===== src/rtl/fp_norm_pack_if.sv =====
// Start/done handshake and data bundle between the fpadd front end and the
// normalise/round/pack back end.
interface fp_norm_pack_if #(
  parameter int MANT_W = 27,
  parameter int EXP_W  = 10
);
  // start is a one-cycle request, taken only while busy is low; done then
  // stays high with result/flags stable until the next taken start.
  logic              start;
  logic              in_sign;
  logic [EXP_W-1:0]  in_exp;
  logic [MANT_W-1:0] in_mant;
  logic [31:0]       result;
  logic              done;
  logic              busy;
  logic              overflow;
  logic              inexact;

  modport master (
    output start, in_sign, in_exp, in_mant,
    input  result, done, busy, overflow, inexact
  );

  modport slave (
    input  start, in_sign, in_exp, in_mant,
    output result, done, busy, overflow, inexact
  );
endinterface


===== src/rtl/fp_norm_pack.sv =====
// Iterative normaliser, round-to-nearest-even and binary32 packer for the
// single-precision add path; one shift per clock.
module fp_norm_pack #(
  parameter int MANT_W = 27,
  parameter int EXP_W  = 10
) (
  input  logic                clk,
  input  logic                reset,
  fp_norm_pack_if.slave       bus,
  output logic [2:0]          dbg_state_o
);
  typedef enum logic [2:0] {
    S_IDLE  = 3'd0,
    S_NORM  = 3'd1,
    S_ROUND = 3'd2,
    S_PACK  = 3'd3,
    S_DONE  = 3'd4
  } state_t;

  localparam logic signed [EXP_W-1:0] EXP_ONE = EXP_W'(1);
  localparam logic signed [EXP_W-1:0] EXP_MAX = EXP_W'(255);

  state_t                   state_q, state_d;
  logic                     sign_q, sign_d;
  logic signed [EXP_W-1:0]  exp_q, exp_d;
  logic [MANT_W-1:0]        mant_q, mant_d;
  logic                     renorm_q, renorm_d;
  logic [31:0]              result_q, result_d;
  logic                     done_q, done_d;
  logic                     busy_q, busy_d;
  logic                     overflow_q, overflow_d;
  logic                     inexact_q, inexact_d;

  logic [MANT_W-1:0]        mant_rsh;
  logic [MANT_W-3:0]        mant_up;
  logic                     rnd_l, rnd_g, rnd_s;

  // Right shift that folds the dropped bit into sticky.
  assign mant_rsh = {1'b0, mant_q[MANT_W-1:2], mant_q[1] | mant_q[0]};
  assign mant_up  = mant_q[MANT_W-1:2] + (MANT_W-2)'(1);
  assign rnd_l    = mant_q[2];
  assign rnd_g    = mant_q[1];
  assign rnd_s    = mant_q[0];

  always_comb begin
    state_d    = state_q;
    sign_d     = sign_q;
    exp_d      = exp_q;
    mant_d     = mant_q;
    renorm_d   = renorm_q;
    result_d   = result_q;
    done_d     = done_q;
    busy_d     = busy_q;
    overflow_d = overflow_q;
    inexact_d  = inexact_q;

    case (state_q)
      S_IDLE, S_DONE: begin
        if (bus.start) begin
          sign_d     = bus.in_sign;
          exp_d      = bus.in_exp;
          mant_d     = bus.in_mant;
          renorm_d   = 1'b0;
          done_d     = 1'b0;
          overflow_d = 1'b0;
          inexact_d  = 1'b0;
          busy_d     = 1'b1;
          state_d    = S_NORM;
        end
      end
      S_NORM: begin
        if (mant_q == '0) begin
          state_d = S_ROUND;
        end else if (mant_q[MANT_W-1]) begin
          mant_d = mant_rsh;
          exp_d  = exp_q + EXP_ONE;
          // A rounding carry-out needs exactly this one shift before re-rounding.
          if (renorm_q) begin
            renorm_d = 1'b0;
            state_d  = S_ROUND;
          end
        end else if (exp_q < EXP_ONE && mant_q[MANT_W-1:1] == '0) begin
          exp_d = EXP_ONE;
        end else if (exp_q < EXP_ONE) begin
          mant_d = mant_rsh;
          exp_d  = exp_q + EXP_ONE;
        end else if (!mant_q[MANT_W-2] && exp_q > EXP_ONE) begin
          mant_d = {mant_q[MANT_W-2:0], 1'b0};
          exp_d  = exp_q - EXP_ONE;
        end else begin
          state_d = S_ROUND;
        end
      end
      S_ROUND: begin
        inexact_d = inexact_q | rnd_g | rnd_s;
        state_d   = S_PACK;
        if (rnd_g && (rnd_s || rnd_l)) begin
          mant_d = {mant_up, 2'b00};
          if (mant_up[MANT_W-3]) begin
            renorm_d = 1'b1;
            state_d  = S_NORM;
          end
        end
      end
      S_PACK: begin
        if (exp_q >= EXP_MAX) begin
          result_d   = {sign_q, 8'hFF, 23'd0};
          overflow_d = 1'b1;
        end else if (mant_q == '0) begin
          result_d = {sign_q, 31'd0};
        end else if (!mant_q[MANT_W-2]) begin
          result_d = {sign_q, 8'h00, mant_q[MANT_W-3:2]};
        end else begin
          result_d = {sign_q, exp_q[7:0], mant_q[MANT_W-3:2]};
        end
        done_d  = 1'b1;
        busy_d  = 1'b0;
        state_d = S_DONE;
      end
      default: state_d = S_IDLE;
    endcase
  end

  always_ff @(posedge clk) begin
    if (!reset) begin
      state_q    <= S_IDLE;
      sign_q     <= 1'b0;
      exp_q      <= '0;
      mant_q     <= '0;
      renorm_q   <= 1'b0;
      result_q   <= '0;
      done_q     <= 1'b0;
      busy_q     <= 1'b0;
      overflow_q <= 1'b0;
      inexact_q  <= 1'b0;
    end else begin
      state_q    <= state_d;
      sign_q     <= sign_d;
      exp_q      <= exp_d;
      mant_q     <= mant_d;
      renorm_q   <= renorm_d;
      result_q   <= result_d;
      done_q     <= done_d;
      busy_q     <= busy_d;
      overflow_q <= overflow_d;
      inexact_q  <= inexact_d;
    end
  end

  assign bus.result   = result_q;
  assign bus.done     = done_q;
  assign bus.busy     = busy_q;
  assign bus.overflow = overflow_q;
  assign bus.inexact  = inexact_q;
  assign dbg_state_o  = state_q;
endmodule


===== src/flat_wrapper.sv =====
// flat-port wrapper written by rule: the top's interface ports become plain ports
module fp_norm_pack_flat 
#(
  parameter int MANT_W = 27,
  parameter int EXP_W  = 10
)
  (clk, reset, dbg_state_o, bus_start, bus_in_sign, bus_in_exp, bus_in_mant, bus_result, bus_done, bus_busy, bus_overflow, bus_inexact);
  fp_norm_pack_if #(.MANT_W(MANT_W), .EXP_W(EXP_W)) bus_i ();
  input  logic clk;
  input  logic reset;
  output logic [2:0] dbg_state_o;
  input wire logic [$bits(bus_i.start)-1:0] bus_start;
  input wire logic [$bits(bus_i.in_sign)-1:0] bus_in_sign;
  input wire logic [$bits(bus_i.in_exp)-1:0] bus_in_exp;
  input wire logic [$bits(bus_i.in_mant)-1:0] bus_in_mant;
  output wire logic [$bits(bus_i.result)-1:0] bus_result;
  output wire logic [$bits(bus_i.done)-1:0] bus_done;
  output wire logic [$bits(bus_i.busy)-1:0] bus_busy;
  output wire logic [$bits(bus_i.overflow)-1:0] bus_overflow;
  output wire logic [$bits(bus_i.inexact)-1:0] bus_inexact;
  assign bus_i.start = bus_start;
  assign bus_i.in_sign = bus_in_sign;
  assign bus_i.in_exp = bus_in_exp;
  assign bus_i.in_mant = bus_in_mant;
  assign bus_result = bus_i.result;
  assign bus_done = bus_i.done;
  assign bus_busy = bus_i.busy;
  assign bus_overflow = bus_i.overflow;
  assign bus_inexact = bus_i.inexact;
  fp_norm_pack #(.MANT_W(MANT_W), .EXP_W(EXP_W)) u_core (.clk(clk), .reset(reset), .bus(bus_i), .dbg_state_o(dbg_state_o));
endmodule

===== config.mk =====
export PLATFORM = sky130hd
export DESIGN_NAME = fp_norm_pack_flat
export DESIGN_NICKNAME = d
export VERILOG_FILES = /design/src/rtl/fp_norm_pack_if.sv /design/src/rtl/fp_norm_pack.sv /design/src/flat_wrapper.sv
export SDC_FILE = /design/constraint.sdc
export NUM_CORES = 1
export LEC_CHECK = 0
export CORE_UTILIZATION = 45
export CTS_CLUSTER_DIAMETER = 50
export CTS_CLUSTER_SIZE = 30
export DETAILED_ROUTE_END_ITERATION = 8
export PLACE_DENSITY = 0.69
export SLEW_MARGIN = 20
export SYNTH_ARGS = -nofsm -noshare
export SYNTH_HDL_FRONTEND = slang
export SYNTH_SLANG_ARGS = --single-unit
export TNS_END_PERCENT = 10

===== constraint.sdc =====
create_clock -name clk -period 2.54 [get_ports clk]
set_input_delay 0.254 -clock clk [delete_from_list [all_inputs] [get_ports clk]]
set_output_delay 0.254 -clock clk [all_outputs]
set_load 0.005 [all_outputs]

==> results by group <==
Critical path
  • Worst path required time: around 2.8 ns
  • Reg2reg setup slack: 0.13 ns
  • Crit end category: flip-flop
  • Worst Path Arrival: 2.68 ns
  • WS Path Type: flip-flop to flip-flop
  • Critical path fanouts, max: 8
  • Origin of the critical flop-to-flop path: u_core.exp_q[1]$_SDFFE_PN0P_
  • Startpoint Class: flip-flop
  • R2R cell count: 9
  • Worst R2R End: u_core.mant_q[0]$_SDFFE_PN0P_

Detailed routing
  • Drt drc: 0
  • Post-Route WL: 13800 µm
  • 1st-pass router iterations: 5
  • Routed vias/inst: 6.19
  • DR iter-0 viols: 382
  • Post-route ant nets: 0
  • Mean routed wirelength per cell: 17.9 µm
  • Via Count: 4791

Yosys
  • Main flop type after synthesis: dfxtp_1
  • Synth Instances: 570
  • Yosys top cell area share: 33.3%
  • Post-synthesis sequential area ratio: between 30% and 40%
  • Mapped Area: 0.00469 mm²
  • Simple logic cell fraction of the synthesized area: between 10% and 20%
  • Syn_area_per_cell: 8.23 µm²
  • Adder-cell area share of the yosys netlist: 1.33%
  • Number of synthesized flops with an enable pin: 0
  • Number of synthesized register bits: 78
  • Syn_nets: 616
  • Yosys cell types: just over 70
  • Synth Area in XOR/XNOR: 5.20%
  • Largest family of logic cells by synthesized area: compound AO/OA/AOI/OAI gates
  • Synth top area cells: dfxtp_1 (33%), a22o_1 (7.3%), o21ai_0 (5.8%)
  • Compound-Gate Fraction of Synth Area: roughly 33%
  • Post-synthesis mux area share: 0%
  • Warnings, synthesis: 0
  • Area leader, netlist: dfxtp_1
  • FFs w/ async S/R, synth: 0%

Timing
  • Max-slew violations: 0
  • Rel. slew slack: approximately three fifths
  • Worst-margin pin slew: approximately 0.61 ns
  • F_max: 0.415 GHz
  • Final hold vios: 0
  • Fin crit period: between 2 and 2.5 ns
  • Crit share post-route: 94.9%
  • Final setup fails: 0
  • Worst hold slack: 0.457 ns
  • Setup TNS: 0 ns
  • Clock skew: 0.00940 ns
  • RSZ-0062 raised after global routing: false

CTS
  • Clock latency on the worst-skew pair: 0.36 ns
  • CTS buffer count: 9
  • H-tree depth: 3
  • Clock sinks: between 70 and 80
  • CTS Buffer Depth: 2
  • CTS tree: built
  • Hold-fix buffers, CTS: 0
  • Worst-path clk slew: about 0.080 ns
  • Root buf cell: clkbuf_8

Die
  • Starting density of the core: 47.1%
  • Number of primary I/O pins: 80
  • Die Y: 104 µm
  • CORE AREA: 0.00995 mm²
  • Die width: 104 µm
  • Die ar.: around 0.011 mm²
  • FP Rows: 36

Pwr
  • LEAKAGE: 2.13 nW
  • Pwr/cell area: 997 mW/mm²
  • Peak supply drop: between 0.5 and 0.6 mV
  • Final total power: 5.83 mW

Finish
  • Most frequent cells in the layout: clkdlybuf4s50_1 (79), dfxtp_1 (78), o21ai_0 (54)
  • Leading cell type in the layout, fill and taps excluded: clkdlybuf4s50_1
  • N_diodes: 0
  • Layout cells sized above 1: 11.9%
  • NumNets Final: a little under 700
  • Post-route cell area: 0.00585 mm²
  • P&R area growth vs syn: 24.7%

GRT
  • First-pass GRT wire length: roughly 23000 µm
  • Largest net degree at the start of global routing: 29
  • Vias in the first global route: around 4.6k
  • Total track usage: 25.5%
  • GR Overflow Total: 0
  • Initial antenna violation count: 0

Placed design
  • Post-DP HPWL: 9690 µm
  • Port Buffers: 79
  • Routability congestion estimate from global placement: between 0.8 and 0.9
  • Post-Place Cell Area: 0.00562 mm²

Job
  • Total of max-cap violations: 0

Worst hold path
  • Worst hold path class: input port to flip-flop
  • Min-delay src: bus_in_exp[7]
  • Hold depth: 3
  • Hold Path End: u_core.exp_q[7]$_SDFFE_PN0P_

Outcome
  • Status: finished clean
## synthesized netlist by cell type, drive strengths merged (8+ instances only)
cell    count
nand3      11
o21ai      56
a31oi      12
xnor2      18
nand4      11
a21oi      48
inv        12
a22oi       8
buf        35
nor2       38
a22o       40
xor2        9
clkbuf     31
dfxtp      78
nor4       10
a221oi     16
nor3       14
nand2      44
## critical path: stages, from the launching register on
cell,delay (ns)
dfxtp_1,0.37
inv_1,0.12
ha_1,0.21
nor4b_4,0.31
a211o_1,0.27
buf_4,0.19
o21ai_1,0.10
buf_4,0.18
or3_1,0.30
a311oi_1,0.26
## worst max path at each step
stage / slack (ns) / to / depth (start not counted) / start
after global routing: 0.04 / u_core.mant_q[0]$_SDFFE_PN0P_ / 9 / u_core.exp_q[1]$_SDFFE_PN0P_
after global placement: 0.26 / u_core.mant_q[0]$_SDFFE_PN0P_ / 9 / u_core.exp_q[1]$_SDFFE_PN0P_
final: 0.13 / u_core.mant_q[0]$_SDFFE_PN0P_ / 9 / u_core.exp_q[1]$_SDFFE_PN0P_
after CTS: 0.12 / u_core.mant_q[0]$_SDFFE_PN0P_ / 9 / u_core.exp_q[1]$_SDFFE_PN0P_
after detailed placement: 0.15 / u_core.mant_q[0]$_SDFFE_PN0P_ / 9 / u_core.exp_q[1]$_SDFFE_PN0P_
after floorplan: 0.27 / u_core.mant_q[13]$_SDFFE_PN0P_ / 10 / u_core.exp_q[0]$_SDFFE_PN0P_
## flip-flops by register name (all words and copies together) (netlist names)
register             count
u_core.bus.busy          1
u_core.bus.done          1
u_core.bus.inexact       1
u_core.bus.overflow      1
u_core.bus.result       32
u_core.dbg_state_o       3
u_core.exp_q            10
u_core.mant_q           27
u_core.renorm_q          1
u_core.sign_q            1
## metrics by stage
| step | util [%] | worst slack [ns] | std cells |
|---|---|---|---|
| final | 58.8 | 0.129 | 774 |
| after detailed placement | 56.4 | 0.151 | 760 |
| after global routing | 58.8 | 0.0439 | 774 |
| after global placement | 56.4 | 0.258 | 760 |
| after CTS | 58.7 | 0.125 | 774 |
| after floorplan | - | 0.273 | 570 |
## power breakdown
group	switching, mW	internal (mW)
combinational	1.62	1.24
sequential	0.394	1.47
clock	0.466	0.643
total	2.48	3.35
## per-layer routing
metal | track usage (%) | wire (µm)
met1 | 31.3 | 5810
met2 | 43.6 | 6830
met3 | 4.14 | 799
met4 | 11.9 | 389
met5 | 0 | 0
## logic make-up (layout without fill, tap and decap cells)
| kind of cell | after synthesis | after routing |
|---|---|---|
| simple gates | 158 | 158 |
| buf+inv | 79 | 150 |
| xor+xnor | 27 | 27 |
| fa+ha+maj | 5 | 5 |
| flops | 78 | 78 |
| compound gates | 223 | 223 |
## what timing repair did
action                                  4_1_cts  5_1_grt
endpoints found under the setup margin        0        4
gates resized for setup                       0        1
buffers inserted                              0        0
## final cells by class
type,instances,area [µm²]
Clock inverter,4,97.6
Clock buffer,10,128
Sequential cell,78,1560
Multi-Input combinational cell,413,2700
Tap cell,133,166
Fill cell,895,4100
Timing Repair Buffer,124,1150
Inverter,12,45.0
Note: power is estimated with default switching activity, not from simulation.
